--- config.mk ---
export PLATFORM = sky130hd
export DESIGN_NAME = psum_norm_seq
export DESIGN_NICKNAME = d
export VERILOG_FILES = /design/src/rtl/psum_norm_pkg.sv /design/src/rtl/seq_udiv.sv /design/src/rtl/psum_norm_seq.sv
export SDC_FILE = /design/constraint.sdc
export NUM_CORES = 1
export LEC_CHECK = 0
export BUFFER_PORTS_ARGS = -buffer_cell sky130_fd_sc_hd__buf_2
export CORE_MARGIN = 10
export CORE_UTILIZATION = 44
export CTS_CLUSTER_DIAMETER = 50
export DETAILED_ROUTE_END_ITERATION = 12
export PLACE_DENSITY = 0.67
export SETUP_SLACK_MARGIN = 0.15
export SLEW_MARGIN = 20
export SYNTH_ARGS = -nofsm -noshare
export SYNTH_HDL_FRONTEND = slang
export SYNTH_HIERARCHICAL = 1
export SYNTH_SLANG_ARGS = --single-unit
--- constraint.sdc ---
create_clock -name clk -period 38.8 [get_ports clk]
set_input_delay 5.82 -clock clk [delete_from_list [all_inputs] [get_ports clk]]
set_output_delay 5.82 -clock clk [all_outputs]
set_load 0.05 [all_outputs]
--- src/rtl/psum_norm_pkg.sv ---
// Shared types and width helpers for the L1 partial-sum normalizer.
// The rounding option is PSUM_NORM_ROUND_EN and is resolved inside psum_norm_seq.
package psum_norm_pkg;

  typedef enum logic [1:0] {IDLE, SUM, DIV, DONE} state_t;

  function automatic int unsigned sum_width(input int unsigned bw, input int unsigned col);
    return bw + $clog2(col);
  endfunction

  function automatic int unsigned num_width(input int unsigned bw, input int unsigned frac);
    return bw + frac;
  endfunction

  // Bit offset of lane k in a packed lane vector.
  function automatic int unsigned lane_lsb(input int unsigned k, input int unsigned bw);
    return k * bw;
  endfunction

endpackage

--- src/rtl/seq_udiv.sv ---
// Unsigned restoring divider: one quotient bit per cycle, N cycles from start to done.
// A start may be issued in the same cycle that done is high.
module seq_udiv #(
  parameter int unsigned N  = 28,
  parameter int unsigned DW = 23
) (
  input  logic          clk,
  input  logic          reset,
  input  logic          start,
  input  logic [N-1:0]  numerator,
  input  logic [DW-1:0] divisor,
  output logic          done,
  output logic [N-1:0]  quotient
);

  localparam int unsigned CW = $clog2(N + 1);

  logic [N-1:0]  num_q;
  logic [DW-1:0] rem_q;
  logic [CW-1:0] cnt;

  logic [N-1:0]  num_w;
  logic [DW-1:0] rem_w;
  logic [N-1:0]  quo_w;
  logic [DW:0]   trial;
  logic          ge;
  logic [DW-1:0] rem_n;
  logic [N-1:0]  quo_n;
  logic          active;
  logic          last;

  // A start iteration works on the fresh operands instead of the registered ones.
  always_comb begin
    num_w  = start ? numerator : num_q;
    rem_w  = start ? '0 : rem_q;
    quo_w  = start ? '0 : quotient;
    trial  = {rem_w, num_w[N-1]};
    ge     = (trial >= {1'b0, divisor});
    rem_n  = ge ? DW'(trial - {1'b0, divisor}) : DW'(trial);
    quo_n  = (quo_w << 1) | N'(ge);
    active = start || (cnt != '0);
    last   = start ? (N == 1) : (cnt == CW'(1));
  end

  always_ff @(posedge clk) begin
    if (reset) begin
      num_q    <= '0;
      rem_q    <= '0;
      quotient <= '0;
      cnt      <= '0;
      done     <= 1'b0;
    end else begin
      done <= active && last;
      if (active) begin
        num_q    <= num_w << 1;
        rem_q    <= rem_n;
        quotient <= quo_n;
        cnt      <= start ? CW'(N - 1) : cnt - CW'(1);
      end
    end
  end

endmodule

--- src/rtl/psum_norm_seq.sv ---
// Sequential L1 normalizer: out_k = x_k * 2^FRAC / sum|x|, one shared serial divider.
// Define PSUM_NORM_ROUND_EN for half-up rounding (one extra divider cycle per lane).
module psum_norm_seq
  import psum_norm_pkg::*;
#(
  parameter int unsigned BW_PSUM = 20,
  parameter int unsigned COL     = 8,
  parameter int unsigned FRAC    = 8
) (
  input  logic                              clk,
  input  logic                              reset,
  input  logic                              in_valid,
  output logic                              in_ready,
  input  logic [BW_PSUM*COL-1:0]            in_data,
  output logic                              out_valid,
  input  logic                              out_ready,
  output logic [BW_PSUM*COL-1:0]            out_data,
  output logic [BW_PSUM+$clog2(COL)-1:0]    sum_out,
  output logic                              div_zero
);

  localparam int unsigned SUMW = sum_width(BW_PSUM, COL);
  localparam int unsigned NUMW = num_width(BW_PSUM, FRAC);
`ifdef PSUM_NORM_ROUND_EN
  localparam int unsigned DIVW  = NUMW + 1;
  localparam int unsigned SHIFT = FRAC + 1;
`else
  localparam int unsigned DIVW  = NUMW;
  localparam int unsigned SHIFT = FRAC;
`endif
  localparam int unsigned LIW = $clog2(COL);

  state_t              state;
  logic [BW_PSUM-1:0]  lane_q [COL];
  logic [BW_PSUM-1:0]  mag    [COL];
  logic [SUMW-1:0]     total;
  logic [LIW-1:0]      lane_idx;
  logic [LIW-1:0]      start_idx;
  logic                first;
  logic                div_start;
  logic                div_done;
  logic [DIVW-1:0]     numer;
  logic [DIVW-1:0]     quot;
  logic [DIVW-1:0]     qfull;
  logic [BW_PSUM-1:0]  qmag;
  logic [BW_PSUM-1:0]  res;

  // Magnitudes are unsigned, so the most negative lane maps to 2^(BW_PSUM-1) exactly.
  always_comb begin
    total = '0;
    for (int unsigned k = 0; k < COL; k++) begin
      mag[k] = lane_q[k][BW_PSUM-1] ? -lane_q[k] : lane_q[k];
      total  = total + SUMW'(mag[k]);
    end
  end

  // Next lane is launched in the same cycle the previous lane's quotient is written back.
  always_comb begin
    div_start = 1'b0;
    start_idx = '0;
    if (state == DIV) begin
      if (first) begin
        div_start = 1'b1;
      end else if (div_done && (lane_idx != LIW'(COL - 1))) begin
        div_start = 1'b1;
        start_idx = lane_idx + LIW'(1);
      end
    end
    numer = DIVW'(mag[start_idx]) << SHIFT;
  end

  always_comb begin
`ifdef PSUM_NORM_ROUND_EN
    qfull = (quot >> 1) + DIVW'(quot[0]);
`else
    qfull = quot;
`endif
    qmag = BW_PSUM'(qfull);
    res  = lane_q[lane_idx][BW_PSUM-1] ? -qmag : qmag;
  end

  seq_udiv #(
    .N  (DIVW),
    .DW (SUMW)
  ) u_div (
    .clk       (clk),
    .reset     (reset),
    .start     (div_start),
    .numerator (numer),
    .divisor   (sum_out),
    .done      (div_done),
    .quotient  (quot)
  );

  always_ff @(posedge clk) begin
    if (reset) begin
      state     <= IDLE;
      in_ready  <= 1'b1;
      out_valid <= 1'b0;
      out_data  <= '0;
      sum_out   <= '0;
      div_zero  <= 1'b0;
      lane_idx  <= '0;
      first     <= 1'b0;
    end else begin
      case (state)
        IDLE: begin
          if (in_valid && in_ready) begin
            for (int unsigned k = 0; k < COL; k++)
              lane_q[k] <= in_data[lane_lsb(k, BW_PSUM) +: BW_PSUM];
            in_ready <= 1'b0;
            state    <= SUM;
          end
        end
        SUM: begin
          sum_out  <= total;
          lane_idx <= '0;
          if (total == '0) begin
            out_data <= '0;
            div_zero <= 1'b1;
            state    <= DONE;
          end else begin
            div_zero <= 1'b0;
            first    <= 1'b1;
            state    <= DIV;
          end
        end
        DIV: begin
          first <= 1'b0;
          if (div_done) begin
            for (int unsigned k = 0; k < COL; k++)
              if (LIW'(k) == lane_idx) out_data[lane_lsb(k, BW_PSUM) +: BW_PSUM] <= res;
            if (lane_idx == LIW'(COL - 1)) begin
              out_valid <= 1'b1;
              state     <= DONE;
            end else begin
              lane_idx <= lane_idx + LIW'(1);
            end
          end
        end
        DONE: begin
          if (out_valid && out_ready) begin
            out_valid <= 1'b0;
            in_ready  <= 1'b1;
            state     <= IDLE;
          end else begin
            out_valid <= 1'b1;
          end
        end
        default: state <= IDLE;
      endcase
    end
  end

endmodule

**Word-level counts from Yosys, hierarchy flattened**

Memories as Yosys holds them, arrays and structs flattened. A register that Yosys moved wholly into a read port is not among the register bits.
Cells that the tools add are included.
Widths: inputs -> output; s select.

- $add $sub $neg: 19
- Magnitude comparators: 2
- Equality and inequality tests: 28
- Multiplexer cells: 60
- Bitwise operators: 2
- Reductions and logical operators: 25

Operators by type and width:

| kind | count |
|---|---|
| $mux 20 | 19 |
| $mux 160 | 2 |
| $pmux 160 s2 | 1 |
| $neg 20->20 | 9 |
| $add 23x20->23 | 4 |
| $bmux 20 s3 | 1 |
| $mux 23 | 2 |
| $reduce_and 4->1 | 9 |
| $mux 28 | 1 |
| $ge 24x23->1 | 1 |
| $add 22x20->23 | 1 |
| $logic_not 23->1 | 1 |
| $sub 23x23->23 | 1 |
| $add 21x20->22 | 1 |
| $add 20x20->21 | 1 |
| $mux 3 | 7 |
| $ne 2x1->1 const B | 10 |
| $or 20x1->20 | 1 |
| $mux 19 | 1 |
| $mux 1 | 16 |
| $eq 3x3->1 const A | 4 |
| $ne 2x2->1 const B | 5 |
| $reduce_and 3->1 | 3 |
| $mux 2 | 4 |
| 22 further kinds | 31 |

- Register bits: 268
- Memory bits (writable): 160
- Input bits: 164
- Output and inout port bits: 186
- Logic and storage cells: 157
- Memories: 1

Memory list:

| memory | depth | bits a word | read ports | clocked after Yosys merged registers in | wr ports | RTL line | RTL |
|---|---|---|---|---|---|---|---|
| lane_q | 8 | 20 | 9 | 1 | 8 | psum_norm_seq.sv:34 | `logic [BW_PSUM-1:0] lane_q [COL];` |

**Logic depth before layout (Yosys ltp)**

Gate-level depths: netlist (run 1).
An unclocked memory read counts as a cell.

- Depth in word-level cells: 13
- Depth in mapped cells: 27

**Modules after synthesis**

The synthesis (run 1) kept the hierarchy.

Modules (own cells, without submodules):

| module | instances | cells each | area each (µm²) | seq. area each (µm²) |
|---|---|---|---|---|
| psum_norm_seq | 1 | 2,135 | 21,937.3 | 8,708.4 |
| seq_udiv | 1 | 688 | 5,063.6 | 1,681.6 |

**Least setup slack after synthesis (run 1)**

Ideal clock, no wire load.

- Kind: input port to flip-flop
- Start: input reset
- End: memory lane_q[0][0] (enable)
- Data arrival time: 18.205 ns
- Required time: 37.888 ns
- Setup slack: 19.683 ns
- Cell stages on the path: 5
- Buffers on the path: 4
- Path through: clkbuf_1 -> clkbuf_1 -> clkbuf_1 -> clkbuf_1 -> nor3b_1

RTL lines:

| item | RTL line | RTL |
|---|---|---|
| start, declared | psum_norm_seq.sv:11 | `input logic reset,` |
| end, declared | psum_norm_seq.sv:34 |  |

==> metrics.yaml, run 1 <==
dp_hpwl_mm: 64.96
hold-path-cell-count: 2
cts.htree.levels: 2
hold_end: "u_div/rem_q[0]$_SDFFE_PP0P_"
slew_viol_final: 0
drive_gt1_share_pct: 17.23
finalSetupTns_ns: 0
routed_wl_mm: 85.11
cts_setup_buffers: 0
r2r_cells: 21
area.growth.synth_to_final_pct: 15.37
crit_fanout: 20
vias: 21870
dr.first_iter.drc_count: 1803
rsz0062_at_grt: "no"
max_freq_mhz: 118.0
critPathArrivalTime_ns: 8.99
syn_area_um2: 26740
drc: 0
clkLatencyLatePin_ns: 0.60
cts_tree: "done"
dieArea_um2: 71040
status: "complete, no violations"
relSlewSlack_pct: 29.07
period_share_pct: 21.83
grt_pass1_vias: 22360
hold_viol: 0
via_per_inst: 5.615
start_kind: "flop"
cts_hold_buf: 0
num_rows: 90
crit_required_ns: 39.32
yosysWarnings: 6
dieWidth_um: 266.5
cts.repair.resized: 0
grt_first_pass_wirelength_mm: 129.8
rr_endpoint: "out_data[56]$_SDFFE_PP0P_"
nets: 3418
dieHeight_um: 266.5
met2_usage_pct: 38.64
clk_pin_slew_ns: 0.06
r2r-start: "lane_q[5][2]$_DFFE_PP_"
hp-start: "u_div/rem_q[0]$_SDFFE_PP0P_"
cts.sinks: 431
syn-instance-count: 2791
io_pins: 350
crit_type: "reg2reg"
drtPass1Iterations: 6
clk_path_buf_depth: 3
antenna_left: 0
grt.met3_usage_pct: 5.154
core-area_um2: 60250
min_period_ns: 8.471
grt-ovfl-total: 0
hp-class: "reg2reg"
cts_made_buffers: 52
start_util_pct: 44.39
cts_root_buffer: "clkbuf_16"
grtUsageTotal_pct: 23.30
grt_busiest_layer: "met2"
antenna_found_initial: 8
grt_max_degree: 164
avgSynthCellArea_um2: 9.581
final.setup_skew_ns: 0.02688
setup_viol: 0
crit_path_end_kind: "flop"
detail_route.wl_per_cell_um: 21.85
ff2ff_setup_slack_ns: 30.33
drv_cap: 0
tightestPinTransition_ns: 1.064
portBuffers: 349
met1_usage_pct: 29.03
place_congestion: 0.9602
n_fill_cell: 5444
## state kept, by name, summed over array words and instances, names as in the netlist, 2 cells and up, named ones only
| signal | cells |
|---|---|
| u_div/cnt | 5 |
| lane_q | 160 |
| u_div/quotient | 20 |
| u_div/num_q | 27 |
| out_data | 160 |
| sum_out | 23 |
| u_div/rem_q | 23 |
| lane_idx | 3 |
| state | 2 |
## routing by layer
layer / part of all wire, % / vias up
met3: 7.9 / 167
met1: 42 / 10500
met2: 46 / 860
met4: 4.0 / 4
met5: 0.032 / -
li1: - / 10340
## cells in the final DEF (no fill, tap or decap), drive strengths merged, types with 16 or more instances in the layout
| cell type | instances |
|---|---|
| buf | 374 |
| dfxtp | 271 |
| nand2 | 243 |
| nor2 | 195 |
| inv | 191 |
| nand2b | 181 |
| mux2i | 171 |
| a21oi | 169 |
| edfxtp | 160 |
| xnor2 | 148 |
| fa | 120 |
| o21ai | 88 |
| clkbuf | 67 |
| ha | 65 |
| nor3 | 60 |
| or3 | 49 |
| xor2 | 37 |
| o31ai | 37 |
| a31oi | 36 |
| nor2b | 33 |
| a211oi | 29 |
| o41ai | 28 |
| nand3 | 25 |
| o211ai | 24 |
| or4 | 24 |
| and3 | 20 |
| nor4 | 20 |
| a21o | 19 |
| clkinv | 16 |
## metrics by stage
stage	cell area (um2)	hold WS [ns]	instances	util, %	worst slack (ns)
2_1_floorplan	26770	0.4323	2798	-	19.68
3_3_place_gp	29140	0.4429	3797	48.36	30.60
3_5_place_dp	29140	0.4504	3797	48.36	30.35
4_1_cts	30840	0.4579	3893	51.19	30.34
5_1_grt	30840	0.4806	3893	51.20	29.87
6_report	30850	0.4561	3895	51.21	30.33
## layout make-up
class / count / area (um2) / area share, %
Clock inverter: 29 / 285.3 / 0.9247
Inverter: 181 / 679.4 / 2.202
Timing Repair Buffer: 374 / 1944 / 6.303
Clock buffer: 67 / 1420 / 4.603
Multi-Input combinational cell: 2029 / 15310 / 49.62
Sequential cell: 431 / 10230 / 33.16
Antenna cell: 2 / 5.005 / 0.01622
Tap cell: 782 / 978.4 / 3.172
## worst max-delay path: stages, from the launching register on
cell	delay, ns
edfxtp_1	0.48
or4_4	0.56
or3_4	0.36
or4_2	0.59
o21ai_0	0.40
nand2_1	0.12
xor2_1	0.36
fa_1	0.52
fa_1	0.52
fa_1	0.55
inv_1	0.06
fa_1	0.54
inv_1	0.05
ha_1	0.44
a21oi_1	0.24
nand2_1	0.14
o21ai_0	0.18
a31oi_1	0.12
a311oi_2	0.85
nor3_1	0.22
a2bb2oi_4	0.81
mux2i_1	0.29
## worst max path at each step
stage / startpoint / endpoint / depth (start not counted)
global route: lane_q[5][2]$_DFFE_PP_ / out_data[51]$_SDFFE_PP0P_ / 21
detailed placement: lane_q[5][2]$_DFFE_PP_ / out_data[56]$_SDFFE_PP0P_ / 21
floorplan: reset / lane_q[0][0]$_DFFE_PP_ / 5
finish: lane_q[5][2]$_DFFE_PP_ / out_data[56]$_SDFFE_PP0P_ / 21
CTS: lane_q[5][2]$_DFFE_PP_ / out_data[56]$_SDFFE_PP0P_ / 21
global placement: lane_q[5][2]$_DFFE_PP_ / out_data[59]$_SDFFE_PP0P_ / 20
Power of run 1 is left out: the tool's default activity adds up to more than one toggle a clock period on the data nets, which glitch-free logic cannot reach.
==> inputs of run 2 (changes only) <==
==> constraint.sdc (replaced) <==
create_clock -name clk -period 8.7 [get_ports clk]
set_input_delay 1.305 -clock clk [delete_from_list [all_inputs] [get_ports clk]]
set_output_delay 1.305 -clock clk [all_outputs]
set_load 0.05 [all_outputs]
==> run 2 against run 1 <==
Critical path depth up 1. Sequential share of layout area fell by 0.17 points. Die area is the same. Flip-flop and latch count did not move. Final cell count rose by 0.33%. First-iteration DRC count rose by 4.0%. Design area rose by 0.52%. Hold slack better by 0.0049 ns. Count of clock-buffer cells in the layout is 1 lower. Highest routed layer unchanged. Clock skew fell by 0.0073 ns. Routed wire length is 0.40% higher. Via count increased by 0.30%.
==> metrics.yaml, run 2 (synthesis results as in run 1) <==
period_share_pct: 95.30  # +73 points
rsz0062_at_grt: "yes"
grtUsageTotal_pct: 23.29  # about the same
grt-ovfl-total: 0  # unchanged
cts.sinks: 431  # unchanged
crit_top_cell: "fa_1"
cts_hold_buf: 0  # unchanged
antenna_found_initial: 3  # -5
top_regs: "lane_q x160, out_data x160, u_div/num_q x27"
setup_viol: 0  # unchanged
cp-startpoint: "lane_q[7][0]$_DFFE_PP_"
dr.first_iter.drc_count: 1876  # +4.0%
dieArea_um2: 71040  # unchanged
cts_tree: "done"
num_rows: 90  # unchanged
cts_made_buffers: 54  # +3.8%
area.growth.synth_to_final_pct: 15.96
antenna_left: 0  # unchanged
start_util_pct: 44.39  # unchanged
critPathArrivalTime_ns: 8.82  # -0.17 ns
grt_max_degree: 106  # -35%
drive_gt1_share_pct: 17.66  # +0.43 points
dieWidth_um: 266.5  # unchanged
relSlewSlack_pct: 31.09  # +2.0 points
min_period_ns: 8.291  # -0.1798 ns
cts_setup_buffers: 0  # unchanged
final_util_pct: 51.47  # +0.27 points
hold_slack_ns: 0.4611  # +0.004907 ns
cpMaxStageDelayCell: "a2bb2oi_2"
dp_hpwl_mm: 65.06  # +0.15%
start_kind: "flop"
routed_wl_mm: 85.44  # +0.40%
drtPass1Iterations: 8  # +2
portBuffers: 349  # unchanged
status: "complete, no violations"
n_fill_cell: 5449  # +0.092%
via_per_inst: 5.613  # about the same
crit_required_ns: 9.23  # -30.09 ns
dieHeight_um: 266.5  # unchanged
ff2ff_setup_slack_ns: 0.41  # -29.92 ns
core-area_um2: 60250  # unchanged
cts_root_buffer: "clkbuf_16"
fin_area_um2: 31010  # +0.52%
drc: 0  # unchanged
final.setup_skew_ns: 0.01958  # -0.007294 ns
tightestPinTransition_ns: 1.033  # -0.03120 ns
r2r-start: "lane_q[7][0]$_DFFE_PP_"
place_congestion: 0.9796  # +2.0%
rr_endpoint: "out_data[30]$_SDFFE_PP0P_"
clkLatencyLatePin_ns: 0.62  # +0.02 ns
crit_path_end_kind: "flop"
max_stage_delay_ns: 0.86  # about the same
cts.htree.levels: 2  # unchanged
crit_type: "reg2reg"
path_cells: "inv_1, ha_1, or3b_2, or4_1, o41ai_1, xnor2_1, fa_1, fa_1, fa_1, inv_1, fa_1, inv_1, ha_1, nand2_1, or2_2, a311oi_2, o211a_1, nor3_1, o2111ai_2, nor3_2, a2bb2oi_2, mux2i_1"
detail_route.wl_per_cell_um: 21.86  # about the same
diodes: 0  # -2
grt_pass1_vias: 21870  # -2.2%
grt_first_pass_wirelength_mm: 129.6  # -0.18%
layout_commonest_cell: "buf_2"
io_pins: 350  # unchanged
clk_pin_slew_ns: 0.06  # about the same
crit_fanout: 10  # -50%
hold_viol: 0  # unchanged
postPlaceCellArea_um2: 29230  # +0.32%
crit_end: "out_data[30]$_SDFFE_PP0P_"
max_freq_mhz: 120.6  # +2.2%
finalSetupTns_ns: 0  # unchanged
nets: 3429  # +0.32%
r2r_cells: 22  # +4.8%
clk_path_buf_depth: 3  # unchanged
hp-class: "reg2reg"
drv_cap: 0  # unchanged
vias: 21940  # +0.30%
slew_viol_final: 0  # unchanged
mostFrequentLayoutCells: "buf_2 (348), dfxtp_1 (271), nand2_1 (241)"
## run 2: routing by layer
metal,wire length [um],GRT usage [%],up-vias
met2,39830,38.73,875
li1,-,-,10340
met1,36400,29.80,10580
met4,2874,8.138,2
met5,13,0,-
met3,6317,4.537,132
## run 2: how the worst min path moves through the flow
stage	slack (ns)	from	end	cells past startpoint
3_3_place_gp	0.45	u_div/rem_q[0]$_SDFFE_PP0P_	u_div/rem_q[0]$_SDFFE_PP0P_	2
2_1_floorplan	0.43	u_div/rem_q[0]$_SDFFE_PP0P_	u_div/rem_q[0]$_SDFFE_PP0P_	2
3_5_place_dp	0.46	u_div/rem_q[0]$_SDFFE_PP0P_	u_div/rem_q[0]$_SDFFE_PP0P_	2
5_1_grt	0.48	u_div/rem_q[0]$_SDFFE_PP0P_	u_div/rem_q[0]$_SDFFE_PP0P_	2
4_1_cts	0.46	u_div/rem_q[0]$_SDFFE_PP0P_	u_div/rem_q[0]$_SDFFE_PP0P_	2
6_report	0.46	u_div/rem_q[0]$_SDFFE_PP0P_	u_div/rem_q[0]$_SDFFE_PP0P_	2
## run 2: critical path, delay by kind of cell, from the launching register on
family / cells / cell delay, ns
fa+ha+maj: 6 / 2.66
buf+inv: 3 / 0.21
flops: 1 / 0.51
simple gates: 6 / 1.73
compound gates: 5 / 2.46
mux: 1 / 0.30
xor+xnor: 1 / 0.32
## run 2: layout make-up
class | count | area (um2) | share of cell area (%)
multi-input combinational | 2030 | 15350 | 49.49
sequential | 431 | 10230 | 32.99
timing repair buffer | 382 | 2024 | 6.528
clock buffer | 66 | 1438 | 4.636
tap | 782 | 978.4 | 3.155
inverter | 181 | 679.4 | 2.191
clock inverter | 36 | 314.1 | 1.013
## run 2: per-stage QoR
| step | worst slack (ns) | cells |
|---|---|---|
| floorplan | 1.646 | 2798 |
| global placement | 0.5838 | 3804 |
| detailed placement | 0.4661 | 3805 |
| CTS | 0.4120 | 3907 |
| global route | -0.008318 | 3908 |
| finish | 0.4085 | 3908 |
## run 2: repair_timing
action,CTS,global route
setup endpoints to repair,0,72
hold endpoints to repair,0,0
gates resized for setup,0,2
Power of run 2 is left out for the same reason.
==> inputs of run 3 (changes only) <==
--- a/config.mk
+++ b/config.mk
@@ -6,6 +6,7 @@
 export NUM_CORES = 1
 export LEC_CHECK = 0
 export BUFFER_PORTS_ARGS = -buffer_cell sky130_fd_sc_hd__buf_2
+export CORE_ASPECT_RATIO = 0.7
 export CORE_MARGIN = 10
 export CORE_UTILIZATION = 44
 export CTS_CLUSTER_DIAMETER = 50
==> run 3 against run 2 <==
Count of clock-buffer cells in the layout is 9 lower. Non-clock buffer count is 4 higher. First-iteration DRC count is 15% higher. Sequential share of layout area is 0.23 points higher. Routed wire length is 3.5% higher. Die area is 0.22% higher. Utilization is 0.20 points lower. Maximum frequency is 1.8% higher. Final cell count is 0.33% higher. Via count is 1.7% higher.
==> metrics.yaml, run 3 (synthesis results as in run 1) <==
status: "complete, no violations"
grt-ovfl-total: 0  # unchanged
place_congestion: 1.027  # +4.8%
crit_required_ns: 9.17  # -0.06 ns
crit_type: "reg2reg"
relSlewSlack_pct: 26.52  # -4.6 points
cp-startpoint: "lane_q[5][2]$_DFFE_PP_"
io_pins: 350  # unchanged
critPathArrivalTime_ns: 8.62  # -0.20 ns
grt_first_pass_wirelength_mm: 132.9  # +2.6%
hp-class: "reg2reg"
crit_fanout: 12  # +2
antenna_found_initial: 2  # -1
dieHeight_um: 226.3  # -15%
top_regs: "lane_q x160, out_data x160, u_div/num_q x27"
final.setup_skew_ns: 0.01500  # -0.004582 ns
grt_busiest_layer: "met2"
start_kind: "flop"
cts.htree.levels: 2  # unchanged
dieArea_um2: 71190  # +0.22%
cts_root_buffer: "clkbuf_16"
drv_cap: 0  # unchanged
via_per_inst: 5.690  # +1.4%
mostFrequentLayoutCells: "buf_2 (348), dfxtp_1 (271), nand2_1 (241)"
detail_route.wl_per_cell_um: 22.55  # +3.1%
max_freq_mhz: 122.8  # +1.8%
hold-path-cell-count: 2  # unchanged
portBuffers: 349  # unchanged
core-area_um2: 60060  # -0.31%
dr.first_iter.drc_count: 2157  # +15%
drtPass1Iterations: 5  # -3
r2r-start: "lane_q[5][2]$_DFFE_PP_"
grt_pass1_vias: 21810  # -0.27%
finalSetupTns_ns: 0  # unchanged
clk_pin_slew_ns: 0.06  # about the same
cts_setup_buffers: 0  # unchanged
drive_gt1_share_pct: 17.33  # -0.33 points
dp_hpwl_mm: 67.53  # +3.8%
crit_path_end_kind: "flop"
rsz0062_at_grt: "no"
grtUsageTotal_pct: 24.00  # +0.70 points
nets: 3425  # -0.12%
antenna_left: 0  # unchanged
tightestPinTransition_ns: 1.091  # +0.05789 ns
area.growth.synth_to_final_pct: 15.15
slew_viol_final: 0  # unchanged
dieWidth_um: 314.7  # +18%
grt_max_degree: 167  # +58%
cts_made_buffers: 47  # -13%
period_share_pct: 93.62  # -1.7 points
start_util_pct: 44.52  # +0.14 points
setup_viol: 0  # unchanged
drc: 0  # unchanged
hold_viol: 0  # unchanged
num_rows: 75  # -17%
met2_usage_pct: 35.51  # -3.2 points
hp-start: "u_div/rem_q[0]$_SDFFE_PP0P_"
cts.sinks: 431  # unchanged
min_period_ns: 8.145  # -0.1465 ns
r2r_cells: 22  # unchanged
cts_tree: "done"
grt.met3_usage_pct: 7.860  # +3.3 points
clkLatencyLatePin_ns: 0.59  # -0.03 ns
routed_wl_mm: 88.41  # +3.5%
met1_usage_pct: 33.44  # +3.6 points
vias: 22310  # +1.7%
layout_commonest_cell: "buf_2"
clk_path_buf_depth: 3  # unchanged
run 3: cell types whose count changed in the layout (fill, tap and decap cells not counted), sizes merged:
cell,before,now
buf,382,386
clkinv,18,12
diode,0,2
bufinv,1,4
inv,195,189
clkbuf,66,57
a2bb2oi,8,7
run 3: repair_timing:
action                                  4_1_cts  5_1_grt
endpoints found under the hold margin         0        0
endpoints found under the setup margin        0       12
gates resized for setup                       0        2
hold buffers                                  0        0
run 3: per-layer routing:
| layer | wire (um) | vias up | share of wire [%] |
|---|---|---|---|
| li1 | - | 10350 | - |
| met1 | 38890 | 10940 | 44 |
| met2 | 37970 | 916 | 43 |
| met3 | 9733 | 106 | 11 |
| met4 | 1812 | 0 | 2.0 |
| met5 | 0 | - | 0 |
run 3: through the flow:
step | hold slack (ns) | util, % | setup WS (ns) | instances | instance area (um2)
final | 0.4735 | 51.27 | 0.5551 | 3921 | 30790
after global routing | 0.4890 | 51.27 | 0.2109 | 3921 | 30790
after CTS | 0.4656 | 51.25 | 0.3856 | 3919 | 30780
after detailed placement | 0.4555 | 48.70 | 0.4153 | 3835 | 29250
after global placement | 0.4478 | 48.70 | 0.5298 | 3835 | 29250
after floorplan | 0.4323 | - | 1.646 | 2798 | 26780
run 3: area by class of cell:
type | count | area [um2]
multi-input cells | 2029 | 15290
flip-flops and latches | 431 | 10230
repair buffers | 386 | 2047
clock buffers | 57 | 1244
diodes | 2 | 5.005
well taps | 808 | 1011
inverters | 181 | 679.4
fillers | 5473 | 29270
clock inverters | 27 | 286.5
run 3: worst paths after layout:
check | endpoint | slack [ns]
setup / recovery | out_data[143]$_SDFFE_PP0P_ | 0.56
hold / removal | u_div/rem_q[0]$_SDFFE_PP0P_ | 0.47
setup reg to reg | out_data[143]$_SDFFE_PP0P_ | 0.56
hold reg to reg | u_div/rem_q[0]$_SDFFE_PP0P_ | 0.47
run 3: critical path, cell delays in order (launching register included):
cell and delay (ns):
edfxtp_1 0.45, or4_4 0.55, or3_4 0.35, or4_2 0.58, o21ai_0 0.37, nand2_1 0.12
xor2_1 0.42, fa_1 0.54, fa_1 0.48, fa_1 0.52, inv_1 0.05, fa_1 0.57
inv_1 0.06, ha_1 0.42, and3_1 0.24, and2_1 0.21, and3_1 0.19, a41oi_1 0.26
and3b_1 0.23, o2111ai_1 0.24, nor2_4 0.37, nand2_1 0.36, o311ai_0 0.42
Power of run 3 is left out for the same reason.
